==> src/rtl/melody_pkg.sv <==
// Shared constants for the melody player: note codes, half-period table, FSM states and song data.
// Song data lives here as a constant function so the ROM stays a plain synchronous lookup.
package melody_pkg;

  localparam int unsigned NOTE_W = 4;
  localparam int unsigned DUR_W  = 4;
  localparam int unsigned HP_W   = 16;

  localparam logic [NOTE_W-1:0] NOTE_REST = 4'd0;
  localparam logic [NOTE_W-1:0] NOTE_C5   = 4'd1;
  localparam logic [NOTE_W-1:0] NOTE_E5   = 4'd5;
  localparam logic [NOTE_W-1:0] NOTE_G5   = 4'd8;
  localparam logic [NOTE_W-1:0] NOTE_A5   = 4'd10;
  localparam logic [NOTE_W-1:0] NOTE_B5   = 4'd12;
  localparam logic [NOTE_W-1:0] NOTE_C6   = 4'd13;
  localparam logic [NOTE_W-1:0] NOTE_D6   = 4'd14;
  localparam logic [NOTE_W-1:0] NOTE_E6   = 4'd15;

  // Half periods at 25 MHz: C5..B5 chromatic, then C6, D6, E6.
  localparam logic [HP_W-1:0] NOTE_HP [16] = '{
    16'd0,     16'd23889, 16'd22548, 16'd21282, 16'd20088, 16'd18960, 16'd17896, 16'd16892,
    16'd15943, 16'd15049, 16'd14204, 16'd13407, 16'd12654, 16'd11944, 16'd10641, 16'd9480
  };

  typedef enum logic [2:0] {StIdle, StFetch, StLatch, StPlay, StGap} state_e;

  function automatic logic [7:0] song_word(input logic [1:0] song, input int unsigned idx);
    logic [7:0] w;
    w = 8'h00;
    unique case (song)
      2'd0: case (idx)
        0: w = {NOTE_A5, 4'd2};
        1: w = {NOTE_REST, 4'd1};
        2: w = {NOTE_C5, 4'd1};
        default: w = 8'h00;
      endcase
      2'd1: case (idx)
        0, 1, 3: w = {NOTE_E6, 4'd1};
        2, 4:    w = {NOTE_REST, 4'd1};
        5:       w = {NOTE_C6, 4'd1};
        6:       w = {NOTE_E6, 4'd2};
        7:       w = {NOTE_G5, 4'd2};
        8:       w = {NOTE_REST, 4'd2};
        default: w = 8'h00;
      endcase
      2'd2: case (idx)
        0:       w = {NOTE_E6, 4'd2};
        1, 5:    w = {NOTE_B5, 4'd1};
        2, 4:    w = {NOTE_C6, 4'd1};
        3:       w = {NOTE_D6, 4'd2};
        6:       w = {NOTE_A5, 4'd2};
        7:       w = {NOTE_E5, 4'd1};
        default: w = 8'h00;
      endcase
      // No end marker: playback wraps after the last ROM entry.
      2'd3: w = {4'((idx % 15) + 1), 4'd1};
    endcase
    return w;
  endfunction

endpackage

==> src/rtl/melody_rom.sv <==
// Synchronous song ROM, one-cycle read latency; four songs of SONG_LEN words each.
module melody_rom
  import melody_pkg::*;
#(
  parameter int unsigned SONG_LEN = 64,
  parameter int unsigned AW       = $clog2(SONG_LEN)
) (
  input  logic          clk,
  input  logic [1:0]    song_sel,
  input  logic [AW-1:0] addr,
  output logic [7:0]    data
);

  always_ff @(posedge clk) begin
    data <= song_word(song_sel, 32'(addr));
  end

endmodule

==> src/rtl/melody_player.sv <==
// Plays one of four stored melodies as a square-wave tone; loops while enable is high.
// Each note: 2 fetch cycles, dur*TICK_CYCLES-GAP_CYCLES of tone, GAP_CYCLES of silence.
module melody_player
  import melody_pkg::*;
#(
  parameter int unsigned TICK_CYCLES = 1_562_500,
  parameter int unsigned GAP_CYCLES  = 125_000,
  parameter int unsigned SONG_LEN    = 64,
  parameter int unsigned HP_SHIFT    = 0,
  localparam int unsigned AW         = $clog2(SONG_LEN)
) (
  input  logic          clk,
  input  logic          reset,
  input  logic          enable,
  input  logic [1:0]    song_sel,
  output logic          tone,
  output logic          playing,
  output logic [AW-1:0] note_idx,
  output logic          loop_done
);

  localparam int unsigned CW = $clog2(15 * TICK_CYCLES + 1);

  state_e            state_q, state_d;
  logic [AW-1:0]     idx_q, idx_d;
  logic [CW-1:0]     cnt_q, cnt_d;
  logic [HP_W-1:0]   hp_q, hp_d, phase_q, phase_d;
  logic              tone_q, tone_d, rest_q, rest_d, loop_q, loop_d;
  logic [1:0]        song_q;
  logic [7:0]        rom_data;
  logic [NOTE_W-1:0] rom_note;
  logic [DUR_W-1:0]  rom_dur;

  assign rom_note = rom_data[7:4];
  assign rom_dur  = rom_data[3:0];

  melody_rom #(.SONG_LEN(SONG_LEN), .AW(AW)) u_rom (
    .clk      (clk),
    .song_sel (song_sel),
    .addr     (idx_q),
    .data     (rom_data)
  );

  always_ff @(posedge clk or negedge reset) begin
    if (!reset) begin
      state_q <= StIdle;
      idx_q   <= '0;
      cnt_q   <= '0;
      hp_q    <= '0;
      phase_q <= '0;
      tone_q  <= 1'b0;
      rest_q  <= 1'b0;
      loop_q  <= 1'b0;
      song_q  <= 2'd0;
    end else begin
      state_q <= state_d;
      idx_q   <= idx_d;
      cnt_q   <= cnt_d;
      hp_q    <= hp_d;
      phase_q <= phase_d;
      tone_q  <= tone_d;
      rest_q  <= rest_d;
      loop_q  <= loop_d;
      song_q  <= song_sel;
    end
  end

  always_comb begin
    state_d = state_q;
    idx_d   = idx_q;
    cnt_d   = cnt_q;
    hp_d    = hp_q;
    phase_d = phase_q;
    tone_d  = tone_q;
    rest_d  = rest_q;
    loop_d  = 1'b0;
    if (!enable) begin
      state_d = StIdle;
      idx_d   = '0;
      tone_d  = 1'b0;
    end else if (state_q != StIdle && song_sel != song_q) begin
      // New song: restart from its first entry without flagging a loop.
      state_d = StFetch;
      idx_d   = '0;
      tone_d  = 1'b0;
    end else begin
      unique case (state_q)
        StIdle: begin
          state_d = StFetch;
          idx_d   = '0;
        end
        StFetch: state_d = StLatch;
        StLatch: begin
          if (rom_dur == '0) begin
            state_d = StFetch;
            idx_d   = '0;
            loop_d  = 1'b1;
          end else begin
            state_d = StPlay;
            hp_d    = NOTE_HP[rom_note] >> HP_SHIFT;
            rest_d  = (rom_note == NOTE_REST);
            phase_d = '0;
            tone_d  = 1'b0;
            cnt_d   = CW'(rom_dur) * CW'(TICK_CYCLES) - CW'(GAP_CYCLES);
          end
        end
        StPlay: begin
          if (phase_q == hp_q - HP_W'(1)) begin
            phase_d = '0;
            tone_d  = ~tone_q & ~rest_q;
          end else begin
            phase_d = phase_q + HP_W'(1);
          end
          cnt_d = cnt_q - CW'(1);
          if (cnt_q == CW'(1)) begin
            state_d = StGap;
            tone_d  = 1'b0;
            cnt_d   = CW'(GAP_CYCLES);
          end
        end
        StGap: begin
          cnt_d = cnt_q - CW'(1);
          if (cnt_q == CW'(1)) begin
            state_d = StFetch;
            if (idx_q == AW'(SONG_LEN - 1)) begin
              idx_d  = '0;
              loop_d = 1'b1;
            end else begin
              idx_d = idx_q + AW'(1);
            end
          end
        end
        default: state_d = StIdle;
      endcase
    end
  end

  always_comb begin
    tone      = tone_q;
    playing   = (state_q != StIdle);
    note_idx  = idx_q;
    loop_done = loop_q;
  end

endmodule

==> config.mk <==
export PLATFORM = sky130hd
export DESIGN_NAME = melody_player
export DESIGN_NICKNAME = d
export VERILOG_FILES = /design/src/rtl/melody_pkg.sv /design/src/rtl/melody_rom.sv /design/src/rtl/melody_player.sv
export SDC_FILE = /design/constraint.sdc
export NUM_CORES = 1
export LEC_CHECK = 0
export BUFFER_PORTS_ARGS = -buffer_cell sky130_fd_sc_hd__buf_2
export CAP_MARGIN = 30
export CORE_ASPECT_RATIO = 0.9
export CORE_UTILIZATION = 35
export CTS_CLUSTER_SIZE = 25
export DETAILED_ROUTE_END_ITERATION = 16
export PLACE_DENSITY = 0.48
export SLEW_MARGIN = 10
export SYNTH_ARGS = -nofsm -noshare
export SYNTH_HDL_FRONTEND = slang
export SYNTH_HIERARCHICAL = 1
export SYNTH_SLANG_ARGS = --single-unit
==> constraint.sdc <==
create_clock -name clk -period 6.6 [get_ports clk]
set_input_delay 1.32 -clock clk [delete_from_list [all_inputs] [get_ports clk]]
set_output_delay 1.32 -clock clk [all_outputs]
set_load 0.005 [all_outputs]
# Word-level counts from Yosys, hierarchy flattened
# Memory sizes are Yosys's and may differ from the RTL's. A register that Yosys moved wholly into a read port is not among the register bits.
# Index checks and enable logic that the tools add are counted.
word_totals:
  rom_bits: 400
  out_inout_bits: 9
  register_bits: 63
  inputBits: 5
  memories: 3
mem_list:
  columns: ["memory", "depth", "word_bits", "rd", "rd_ports_with_merged_regs", "wr", "line_no", "text"]
  rows:
  - ["(no name shown)", 16, 16, 1, 1, 0, "melody_player.sv:100", "hp_d = NOTE_HP[rom_note] >> HP_SHIFT;"]
  - ["(no name shown)", 16, 6, 1, 0, 0, "melody_pkg.sv:37", "2'd1: case (idx)"]
  - ["(no name shown)", 8, 6, 1, 0, 0, "melody_pkg.sv:46", "2'd2: case (idx)"]
classes:
  eq_ne: 21
  n_div: 1
  n_bitwise: 6
  n_addsub: 6
  multipliers: 1
  muxes: 34
  reduce_logical: 18
op_table:
  columns: ["operator", "count"]
  rows:
  - ["$pmux W25 S3", 1]
  - ["$mux W25", 2]
  - ["$mod A6 B4 Y32 const B", 1]
  - ["$mux W16", 2]
  - ["$pmux W16 S2", 1]
  - ["$pmux W8 S4", 1]
  - ["$mux W6", 5]
  - ["$eq A25 B1 Y1 const B", 1]
  - ["$sub A25 B1 Y25 const B", 1]
  - ["$sub A25 B17 Y25 const B", 1]
  - ["$pmux W8 S3", 1]
  - ["$mul A4 B19 Y23 const B", 1]
  - ["$pmux W6 S3", 1]
  - ["$add A16 B1 Y16 const B", 1]
  - ["$eq A16 B16 Y1", 1]
  - ["$mux W8", 2]
  - ["$ne A4 B4 Y1 const B", 4]
  - ["$sub A16 B1 Y16 const B", 1]
  - ["$pmux W3 S5", 1]
  - ["$mux W3", 4]
  - ["$reduce_and A4 Y1", 3]
  - ["$mux W1", 10]
  - ["$logic_not A4 Y1", 2]
  - ["$add A6 B1 Y6 const B", 1]
  - ["28 further kinds", 38]

# Logic depth before layout (Yosys ltp)
# Gate-level depths: netlist of run 1.
depth:
  depth_word: 7
  depth_mapped: 16

# By module
# Netlist of run 1, hierarchy kept.
by_module_without_submodules:
  columns: ["mod", "area_each_um2", "cells_each", "instances"]
  rows:
  - ["melody_player", 6194.7, 758, 1]
  - ["melody_rom", 950.9, 128, 1]

# Worst setup path before layout of run 1
# OpenSTA, ideal clock, no wires.
synth_timing:
  path_kind: "register to register"
  startpoint: "register u_rom.data[0]"
  endpoint: "register cnt_q[23]"
  arrival_ps: 3669
  setup_ps: 90
  n_path_buf: 0
  required_ps: 6510
  stages_incl_launch_ff: 13
  path_slack_ps: 2840
  path_cell_list: "dfxtp_1 inv_1 fa_1 inv_1 fa_1 a21o_1 a211o_1 a2111o_1 o211a_1 o21bai_1 nor4_1 xnor2_1 o221ai_1"
synth_via:
  elab_chain_cells: 4
  elab_cells_between_ends: 7
synth_rtl:
  columns: ["item", "line_no", "text"]
  rows:
  - ["start, declared", "melody_rom.sv:11", "output logic [7:0] data"]
  - ["start signal, assigned", "melody_rom.sv:15", "data <= song_word(song_sel, 32'(addr));"]
  - ["$mul A4 B19 Y23", "melody_player.sv:104", "cnt_d = CW'(rom_dur) * CW'(TICK_CYCLES) - CW'(GAP_CYCLES);"]
  - ["$sub A25 B17 Y25", "melody_player.sv:104", null]
  - ["$mux W25", "melody_player.sv:94", "if (rom_dur == '0) begin"]
  - ["$pmux W25 S3", "melody_player.sv:87", "unique case (state_q)"]
  - ["end signal, assigned", "melody_player.sv:58", "cnt_q <= cnt_d;"]
  - ["end, declared", "melody_player.sv:26", "logic [CW-1:0] cnt_q, cnt_d;"]
# Parallel ways exist; a longest one is shown, timed or not. The select of a mux whose other input is x is not followed.
# A chain may end at the register's enable or synchronous reset.

# Worst setup path after layout of run 1
# Same ends and word-level chain as after synthesis.

==> flow_metrics.tcl, run 1 <==
set metrics [dict create \
    post_cts_resized 0 \
    maxCapViolations 0 \
    start_util_pct 35.75 \
    first_iter_violations 438 \
    rows 49 \
    path_cells "inv_1, fa_1, inv_1, fa_1, a21o_1, a211o_1, a2111o_1, o211a_1, o21bai_1, nor4_1, xnor2_1, o221ai_1" \
    h-tree-depth 3 \
    syn_to_final_growth_pct 7.845 \
    fin_tns_setup_ps 0 \
    synthArstFlopShare_pct 92.11 \
    leakage_nw 3.264 \
    drt-pass1-iter-count 7 \
    crit_path_end_kind "flop" \
    ctsLongestPathBuffers 2 \
    yosysSeqAreaShare_pct 26.20 \
    via_per_inst 5.695 \
    synth.largest_area_cell "dfrtp_1" \
    fmax_ghz 0.2404 \
    yosysWarnings 6 \
    fin_skew_ps 6.866 \
    ir_drop_mv 0.1396 \
    wl_per_cell_um 16.96 \
    crit_slowest_cell "dfxtp_1" \
    pin_count 14 \
    port_buffers 13 \
    netlist_area_um2 7146 \
    worst_pin_slew_ps 922.6 \
    grt.overflow.total 0 \
    postCtsSetupBuffers 0 \
    gp_congestion 0.8329 \
    rsz0062_at_grt "false" \
    fin_crit_sh_pct 63.01 \
    die_w_um 152.6 \
    routed_wl_um 19290 \
    syn_avg_cell_area_um2 8.065 \
    crit_path_start_kind "flop" \
    critPathArrivalTime_ps 4410 \
    ant_nets 0 \
    required_ps 6850 \
    yosysTopAreaCellShare_pct 24.51 \
    tritoncts "built" \
    drc_errors 0 \
    synthFlopType "dfrtp_1" \
    synth_edf_count 0 \
    crit_family "compound AO/OA/AOI/OAI gates" \
    synthTopCellsByArea "dfrtp_1 (25%), ha_1 (8.1%), o21ai_0 (6.3%), nand2_1 (4.7%), a21oi_1 (4.4%)" \
    dieHeight_um 137.6 \
    coreArea_um2 19990 \
    via_count 6475 \
    path_class "flop to flop" \
    finalMaxSlewViolations 0 \
    syn_inst 886 \
    min_period_ps 4159 \
    cpPeakStageDelay_ps 760 \
    max_slew_margin_pct 38.41 \
    antenna_found_initial 0 \
    cp_max_fo 13 \
    cts_made_buffers 9 \
    insertion_delay_ps 350 \
    hold_buffers 0 \
    track_usage_pct 18.86 \
    cts_sinks 76 \
    n_antenna_cell 0 \
    drive_gt1_share_pct 8.617 \
    status "complete, no violations" \
    hold_violations 0 \
    ys_ff_latch 76 \
    grt_pass1_wl_um 31710 \
    layout.nets 936 \
    grt_pass1_vias 5864 \
    setup_violations 0 \
    hold_class "flop to flop" \
    cellPowerDensity_nw_per_um2 293.3 \
    grt_max_degree 71 \
    clock-root-buffer "clkbuf_16" \
    design.die.area_um2 20990 \
    cts.clk_slew.worst_paths_ps 70 \
    synth.distinct_cells 93 \
    worst-path-buf-inv 2 \
    whs_ps 493.0 \
    dp_hpwl_um 14160 \
]
==> worst paths after layout <==
check,start,slack [ps],end,depth (start not counted)
setup / recovery,u_rom/data[0]$_DFF_P_,2440,cnt_q[23]$_DFFE_PN0P_,12
hold / removal,cnt_q[11]$_DFFE_PN0P_,490,cnt_q[11]$_DFFE_PN0P_,1
setup reg to reg,u_rom/data[0]$_DFF_P_,2440,cnt_q[23]$_DFFE_PN0P_,12
hold reg to reg,cnt_q[11]$_DFFE_PN0P_,490,cnt_q[11]$_DFFE_PN0P_,1
max in group asynchronous,reset,5250,hp_q[14]$_DFFE_PN0P_,2
min in group asynchronous,reset,800,cnt_q[13]$_DFFE_PN0P_,1
==> stage by stage <==
step / utilization [%] / worst slack, ps / cell area (um2) / power, mW / cells
final: 38.56 / 2441 / 7706 / 2.260 / 1137
after CTS: 38.42 / 2436 / 7679 / 2.250 / 1136
after detailed placement: 36.87 / 2451 / 7370 / 1.712 / 1120
after global routing: 38.56 / 2104 / 7706 / 2.431 / 1137
after global placement: 36.83 / 2532 / 7362 / 1.723 / 1119
after floorplan: - / 2840 / 7149 / 1.453 / 887
==> registers in the layout, summed over array words and instances, names as in the netlist <==
register,flops
phase_q,16
tone,1
hp_q,15
cnt_q,25
rest_q,1
song_q,2
u_rom/data,6
state_q,3
note_idx,6
loop_done,1
==> where the power goes <==
| group | internal, mW | switching, mW | total [mW] |
|---|---|---|---|
| clock network | 0.300 | 0.225 | 0.525 |
| logic | 0.395 | 0.611 | 1.01 |
| registers | 0.576 | 0.153 | 0.729 |
==> cells by family (layout without fill, tap and decap cells) <==
kind of cell | count (synthesis) | after routing | synth area share (%)
AOI/OAI and AO/OA | 287 | 287 | 26.56
xor gates and xnor gates | 55 | 55 | 6.741
adders and majority gates | 54 | 54 | 10.30
buffers and inverters | 77 | 72 | 4.850
DFF | 76 | 76 | 26.20
muxes | 10 | 10 | 1.418
other | 1 | 2 | 0.05248
and+or+nand+nor | 326 | 326 | 23.88
==> per-layer routing <==
metal | global-route usage, % | wire length, um | up-vias
met2 | 27.24 | 7945 | 119
met4 | 5.780 | 244 | 0
met5 | 0 | 0 | -
li1 | - | - | 3259
met3 | 2.045 | 593 | 17
met1 | 28.96 | 10500 | 3080
==> layout make-up <==
class / count / area (um2)
clock buffer: 9 / 225.2
sequential: 76 / 1872
tap: 255 / 319.1
multi-input combinational: 734 / 4931
inverter: 36 / 135.1
fill: 2104 / 12280
timing repair buffer: 20 / 140.1
clock inverter: 7 / 83.83
==> synth_stat cells, types with 5 or more instances <==
cell	count
nor2b_1	10
nand3_1	24
nand2b_1	11
nand2_1	90
nor4_1	19
dfrtp_1	70
nor2_1	61
and3_1	18
a31oi_1	9
o221ai_1	5
dfxtp_1	6
ha_1	46
fa_1	8
inv_1	36
nor3_1	29
mux2i_1	9
clkbuf_1	30
nand4_1	8
nand3b_1	6
a21o_1	18
o22ai_1	12
a22o_1	6
nor4b_1	5
a211oi_1	9
o31ai_1	5
or3_1	7
o21ai_0	90
xor2_1	27
or2_2	8
o2bb2ai_1	5
a21oi_1	63
xnor2_1	28
==> cells in the final DEF, fill, tap and decap left out, types with 4 or more instances in the layout <==
cell type,synthesis,final
nand2_1,90,90
o21ai_0,90,90
dfrtp_1,70,70
a21oi_1,63,63
nor2_1,61,61
ha_1,46,46
inv_1,36,36
nor3_1,29,29
xnor2_1,28,28
xor2_1,27,27
nand3_1,24,24
nor4_1,19,19
and3_1,18,18
a21o_1,18,18
o22ai_1,12,12
buf_2,3,12
nand2b_1,11,11
nor2b_1,10,10
a211oi_1,9,9
mux2i_1,9,9
a31oi_1,9,9
clkbuf_16,0,9
nand4_1,8,8
or2_2,8,8
fa_1,8,8
or3_1,7,7
buf_4,4,7
nand3b_1,6,6
a22o_1,6,6
dfxtp_1,6,6
o221ai_1,5,5
o31ai_1,5,5
o2bb2ai_1,5,5
nor4b_1,5,5
and2_1,4,4
o21a_1,4,4
a221oi_1,4,4
a31o_2,4,4
a22oi_1,4,4
(Power assumes the default switching activity.)
==> run 2: changes to the inputs <==
--- a/config.mk
+++ b/config.mk
@@ -11,7 +11,7 @@
 export CORE_UTILIZATION = 35
 export CTS_CLUSTER_SIZE = 25
 export DETAILED_ROUTE_END_ITERATION = 16
-export PLACE_DENSITY = 0.48
+export PLACE_DENSITY = 0.49
 export SLEW_MARGIN = 10
 export SYNTH_ARGS = -nofsm -noshare
 export SYNTH_HDL_FRONTEND = slang
==> constraint.sdc (replaced) <==
create_clock -name clk -period 3.65 [get_ports clk]
set_input_delay 0.73 -clock clk [delete_from_list [all_inputs] [get_ports clk]]
set_output_delay 0.73 -clock clk [all_outputs]
set_load 0.005 [all_outputs]
==> flow_metrics.tcl, run 2 (synthesis gave the netlist of run 1 again) <==
set metrics [dict create \
    cts.clk_slew.worst_paths_ps 60 \
    p_sw_share_pct 42.17 \
    layout.nets 979 \
    required_ps 3900 \
    hold_violations 0 \
    cellPowerDensity_nw_per_um2 521.3 \
    maxCapViolations 0 \
    grt_pass1_vias 6142 \
    crit_path_end_kind "flop" \
    drive_gt1_share_pct 15.80 \
    final_area_um2 8157 \
    fin_crit_sh_pct 96.32 \
    grt_max_degree 43 \
    via_count 6617 \
    path_class "flop to flop" \
    cts_made_buffers 9 \
    ctsLongestPathBuffers 2 \
    die_w_um 152.6 \
    h-tree-depth 3 \
    fmax_ghz 0.2844 \
    via_per_inst 5.612 \
    n_antenna_cell 0 \
    regArea_um2 1877 \
    coreArea_um2 19990 \
    max_flop_register "cnt_q" \
    insertion_delay_ps 350 \
    grt.overflow.total 0 \
    grt_pass1_wl_um 32170 \
    dieHeight_um 137.6 \
    n_fill_cell 2028 \
    dpl_cell_area_um2 7721 \
    first_iter_violations 403 \
    multi_input_area_um2 5086 \
    syn_to_final_growth_pct 14.15 \
    design.die.area_um2 20990 \
    antenna_found_initial 0 \
    min_period_ps 3516 \
    cp_max_fo 4 \
    tritoncts "built" \
    power_frac_seq_pct 30.9 \
    dp_hpwl_um 14390 \
    hold_buffers 0 \
    max_slew_margin_pct 40.07 \
    status "complete, no violations" \
    power_frac_comb_pct 48.8 \
    hold_class "input pin to asynchronous set/reset pin" \
    port_buffers 13 \
    critPathArrivalTime_ps 3770 \
    finalMaxSlewViolations 0 \
    worst_pin_slew_ps 897.7 \
    clock-root-buffer "clkbuf_16" \
    pin_count 14 \
    rows 49 \
    drt-pass1-iter-count 6 \
    crit_path_start_kind "flop" \
    drc_errors 0 \
    gp_congestion 0.8813 \
    start_util_pct 35.75 \
    largestRegisters "cnt_q: 25 flops, phase_q: 16 flops, hp_q: 15 flops" \
    fin_skew_ps 7.652 \
    largest_register_ffs 25 \
    leakage_nw 3.476 \
    cts_sinks 76 \
    layout_commonest_cell "nand2_1" \
    layout_common_cells "nand2_1 (90), o21ai_0 (87), dfrtp_1 (70)" \
    setup_violations 0 \
    ff2ff_setup_slack_ps 130 \
    ir_drop_mv 0.2216 \
    pwr-share-clk_pct 20.3 \
    routed_wl_um 19300 \
    wl_per_cell_um 16.37 \
    ant_nets 0 \
    rsz0062_at_grt "true" \
    track_usage_pct 19.14 \
    fin_tns_setup_ps 0 \
    p_int_mw 2.459 \
    power_switching_mw 1.793 \
]
[run 2: cell count changes in the layout (fill, tap and decap cells not counted), sizes merged]
cell / delta
clkinv: -1
clkbuf: +2
inv: -1
buf: +43
bufinv: -1
[run 2: metal layers]
metal	track usage [%]	wire length [um]
met3	1.982	680
met2	29.18	8040
met4	5.780	255
met1	28.28	10320
met5	0	0
[run 2: area by class of cell]
cell class                 instances  share of cell area, %
timing repair buffer              63                  5.676
clock buffer                      11                  2.976
inverter                          36                  1.657
tap                              255                  3.912
multi-input combinational        734                  62.36
clock inverter                     4                 0.4142
sequential                        76                  23.01
[run 2: worst paths after layout]
kind	start	end	cells past startpoint
max in group asynchronous	reset	hp_q[8]$_DFFE_PN0P_	2
hold / removal	reset	cnt_q[10]$_DFFE_PN0P_	1
hold reg to reg	cnt_q[11]$_DFFE_PN0P_	cnt_q[11]$_DFFE_PN0P_	1
setup / recovery	u_rom/data[1]$_DFF_P_	cnt_q[23]$_DFFE_PN0P_	13
setup reg to reg	u_rom/data[1]$_DFF_P_	cnt_q[23]$_DFFE_PN0P_	13
min in group clk	cnt_q[11]$_DFFE_PN0P_	cnt_q[11]$_DFFE_PN0P_	1
[run 2: metrics by stage]
step                      utilization, %  hold WS, ps  setup WS, ps  total power, mW  instances
after global routing               40.81        351.2        -51.38            4.609       1179
after detailed placement           38.63        472.1        -58.71            3.245       1164
after global placement             38.49        475.8         17.56            3.248       1163
after CTS                          40.10        333.1         1.452            4.143       1179
final                              40.81        317.3         134.4            4.252       1179
after floorplan                        -        434.4         38.39            2.628        887
[run 2: repair_timing]
item | CTS | global route
endpoints found under the setup margin | 5 | 10
buffers inserted | 0 | 0
pin swaps | 1 | 19
resized for setup | 5 | 32
[run 2: worst max-delay path, stage by stage (launching register included)]
cell      delay, ps
dfxtp_4         360
fa_1            470
inv_2            80
buf_4           100
fa_1            400
ha_1            310
a21o_1          220
a21o_1          210
a2111o_1        340
o211a_1         140
o21bai_2        210
nor4_2          300
xnor2_1         100
o221ai_1        180
[run 2: power by group through the flow]
stage                     Combinational (mW)  Sequential (mW)  Clock (mW)
after global routing                    2.33             1.35       0.925
after global placement                  1.92             1.33           0
after detailed placement                1.92             1.32           0
final                                   2.08             1.31       0.862
after floorplan                         1.39             1.23           0
after CTS                               1.94             1.31       0.889
==> run 3: changes to the inputs <==
--- a/config.mk
+++ b/config.mk
@@ -8,10 +8,10 @@
 export BUFFER_PORTS_ARGS = -buffer_cell sky130_fd_sc_hd__buf_2
 export CAP_MARGIN = 30
 export CORE_ASPECT_RATIO = 0.9
-export CORE_UTILIZATION = 35
+export CORE_UTILIZATION = 58
 export CTS_CLUSTER_SIZE = 25
 export DETAILED_ROUTE_END_ITERATION = 16
-export PLACE_DENSITY = 0.49
+export PLACE_DENSITY = 0.75
 export SLEW_MARGIN = 10
 export SYNTH_ARGS = -nofsm -noshare
 export SYNTH_HDL_FRONTEND = slang
==> flow_metrics.tcl, run 3 (synthesis gave the netlist of run 1 again) <==
set metrics [dict create \
    hold_class "input pin to asynchronous set/reset pin" \
    cts_made_buffers 9 \
    stdcell_count 1077 \
    track_usage_pct 29.64 \
    n_fill_cell 986 \
    fin_skew_ps 10.87 \
    leakage_nw 3.453 \
    tritoncts "built" \
    pin_count 14 \
    cellPowerDensity_nw_per_um2 539.9 \
    via_count 6846 \
    die_w_um 119 \
    grtUsageMet1_pct 42.13 \
    fmax_ghz 0.2803 \
    coreArea_um2 12030 \
    largestRegisters "cnt_q: 25 flops, phase_q: 16 flops, hp_q: 15 flops" \
    fin_crit_sh_pct 97.74 \
    ctsLongestPathBuffers 2 \
    via_per_inst 6.357 \
    first_iter_violations 644 \
    hold_violations 0 \
    insertion_delay_ps 350 \
    routed_wl_um 18510 \
    setup_violations 0 \
    h-tree-depth 3 \
    dieHeight_um 107.3 \
    fin_tns_setup_ps 0 \
    required_ps 3880 \
    max_slew_margin_pct 37.65 \
    antenna_found_initial 0 \
    grt.overflow.total 0 \
    max_flop_register "cnt_q" \
    clock-root-buffer "clkbuf_16" \
    largest_register_ffs 25 \
    drt-pass1-iter-count 6 \
    cp_max_fo 4 \
    grt.busiest_layer "met2" \
    crit_path_end_kind "flop" \
    n_antenna_cell 0 \
    use_met3_pct 6.038 \
    crit_path_start_kind "flop" \
    place_inst 1060 \
    wl_per_cell_um 17.18 \
    dp_hpwl_um 13610 \
    min_period_ps 3567 \
    path_class "flop to flop" \
    layout_common_cells "nand2_1 (90), o21ai_0 (88), dfrtp_1 (70)" \
    drive_gt1_share_pct 15.16 \
    use_met2_pct 46.26 \
    drc_errors 0 \
    grt_pass1_wl_um 30460 \
    layout_commonest_cell "nand2_1" \
    ir_drop_mv 0.3660 \
    design.die.area_um2 12770 \
    rows 38 \
    worst_pin_slew_ps 926.7 \
    ant_nets 0 \
    layout.nets 972 \
    cts_sinks 76 \
    finalMaxSlewViolations 0 \
    maxCapViolations 0 \
    rsz0062_at_grt "true" \
    critPathArrivalTime_ps 3800 \
    start_util_pct 59.40 \
    grt_pass1_vias 6310 \
    port_buffers 13 \
    gp_congestion 0.9130 \
    status "complete, no violations" \
    grt_max_degree 71 \
    syn_to_final_growth_pct 12.12 \
    cts.clk_slew.worst_paths_ps 60 \
]
==> run 3: layout make-up <==
cell class	instances	area [um2]	share of cell area [%]
multi-input cells	734	5089	63.52
flip-flops and latches	76	1877	23.43
repair buffers	56	407.9	5.091
clock buffers	12	256.5	3.202
well taps	160	200.2	2.499
inverters	36	135.1	1.687
clock inverters	3	46.29	0.5779
==> run 3: final timing paths <==
kind,start,end,slack [ps],depth (start not counted)
setup / recovery,u_rom/data[1]$_DFF_P_,cnt_q[24]$_DFFE_PN0P_,80,13
hold / removal,reset,hp_q[6]$_DFFE_PN0P_,280,2
setup reg to reg,u_rom/data[1]$_DFF_P_,cnt_q[24]$_DFFE_PN0P_,80,13
hold reg to reg,rest_q$_DFFE_PN0P_,rest_q$_DFFE_PN0P_,480,2
max in group asynchronous,reset,loop_done$_DFF_PN0_,2840,3
min in group clk,rest_q$_DFFE_PN0P_,rest_q$_DFFE_PN0P_,480,2
==> run 3: layer usage <==
metal  share of wire [%]  vias to the layer above
met5                   0                        -
met4                 1.5                        0
met3                 5.6                       27
met2                  45                      193
met1                  47                     3305
li1                    -                     3321
==> run 3: repair_timing <==
action                                  4_1_cts  5_1_grt
hold buffers                                  0        0
pin swaps                                     3        9
endpoints found under the setup margin        5       13
buffers inserted                              0        1
resized for setup                             6       30
==> run 3: worst max-delay path, stage by stage, from the launching register on <==
cell	delay [ps]
dfxtp_4	360
fa_1	480
inv_2	100
fa_1	420
inv_2	110
ha_1	240
a21o_1	170
a211o_1	330
xor2_1	270
nand3_1	170
o32ai_2	410
nor4_2	110
xor2_1	220
o21ai_1	80
==> run 3: power breakdown <==
part / total [mW] / switching, mW / internal (mW)
logic: 2.10 / 1.20 / 0.898
clock network: 0.913 / 0.349 / 0.564
registers: 1.31 / 0.270 / 1.04
==> run 3: per-stage QoR <==
step,util (%),setup WS [ps],cell area (um2),total power [mW],hold WS [ps]
after detailed placement,62.45,-92.23,7512,3.202,472.3
after global routing,66.60,-38.78,8011,4.611,292.5
after CTS,65.22,-15.68,7845,4.151,485.4
final,66.60,82.67,8011,4.325,283.5
after global placement,62.45,29.80,7512,3.130,465.8
after floorplan,-,38.39,7151,2.628,434.4
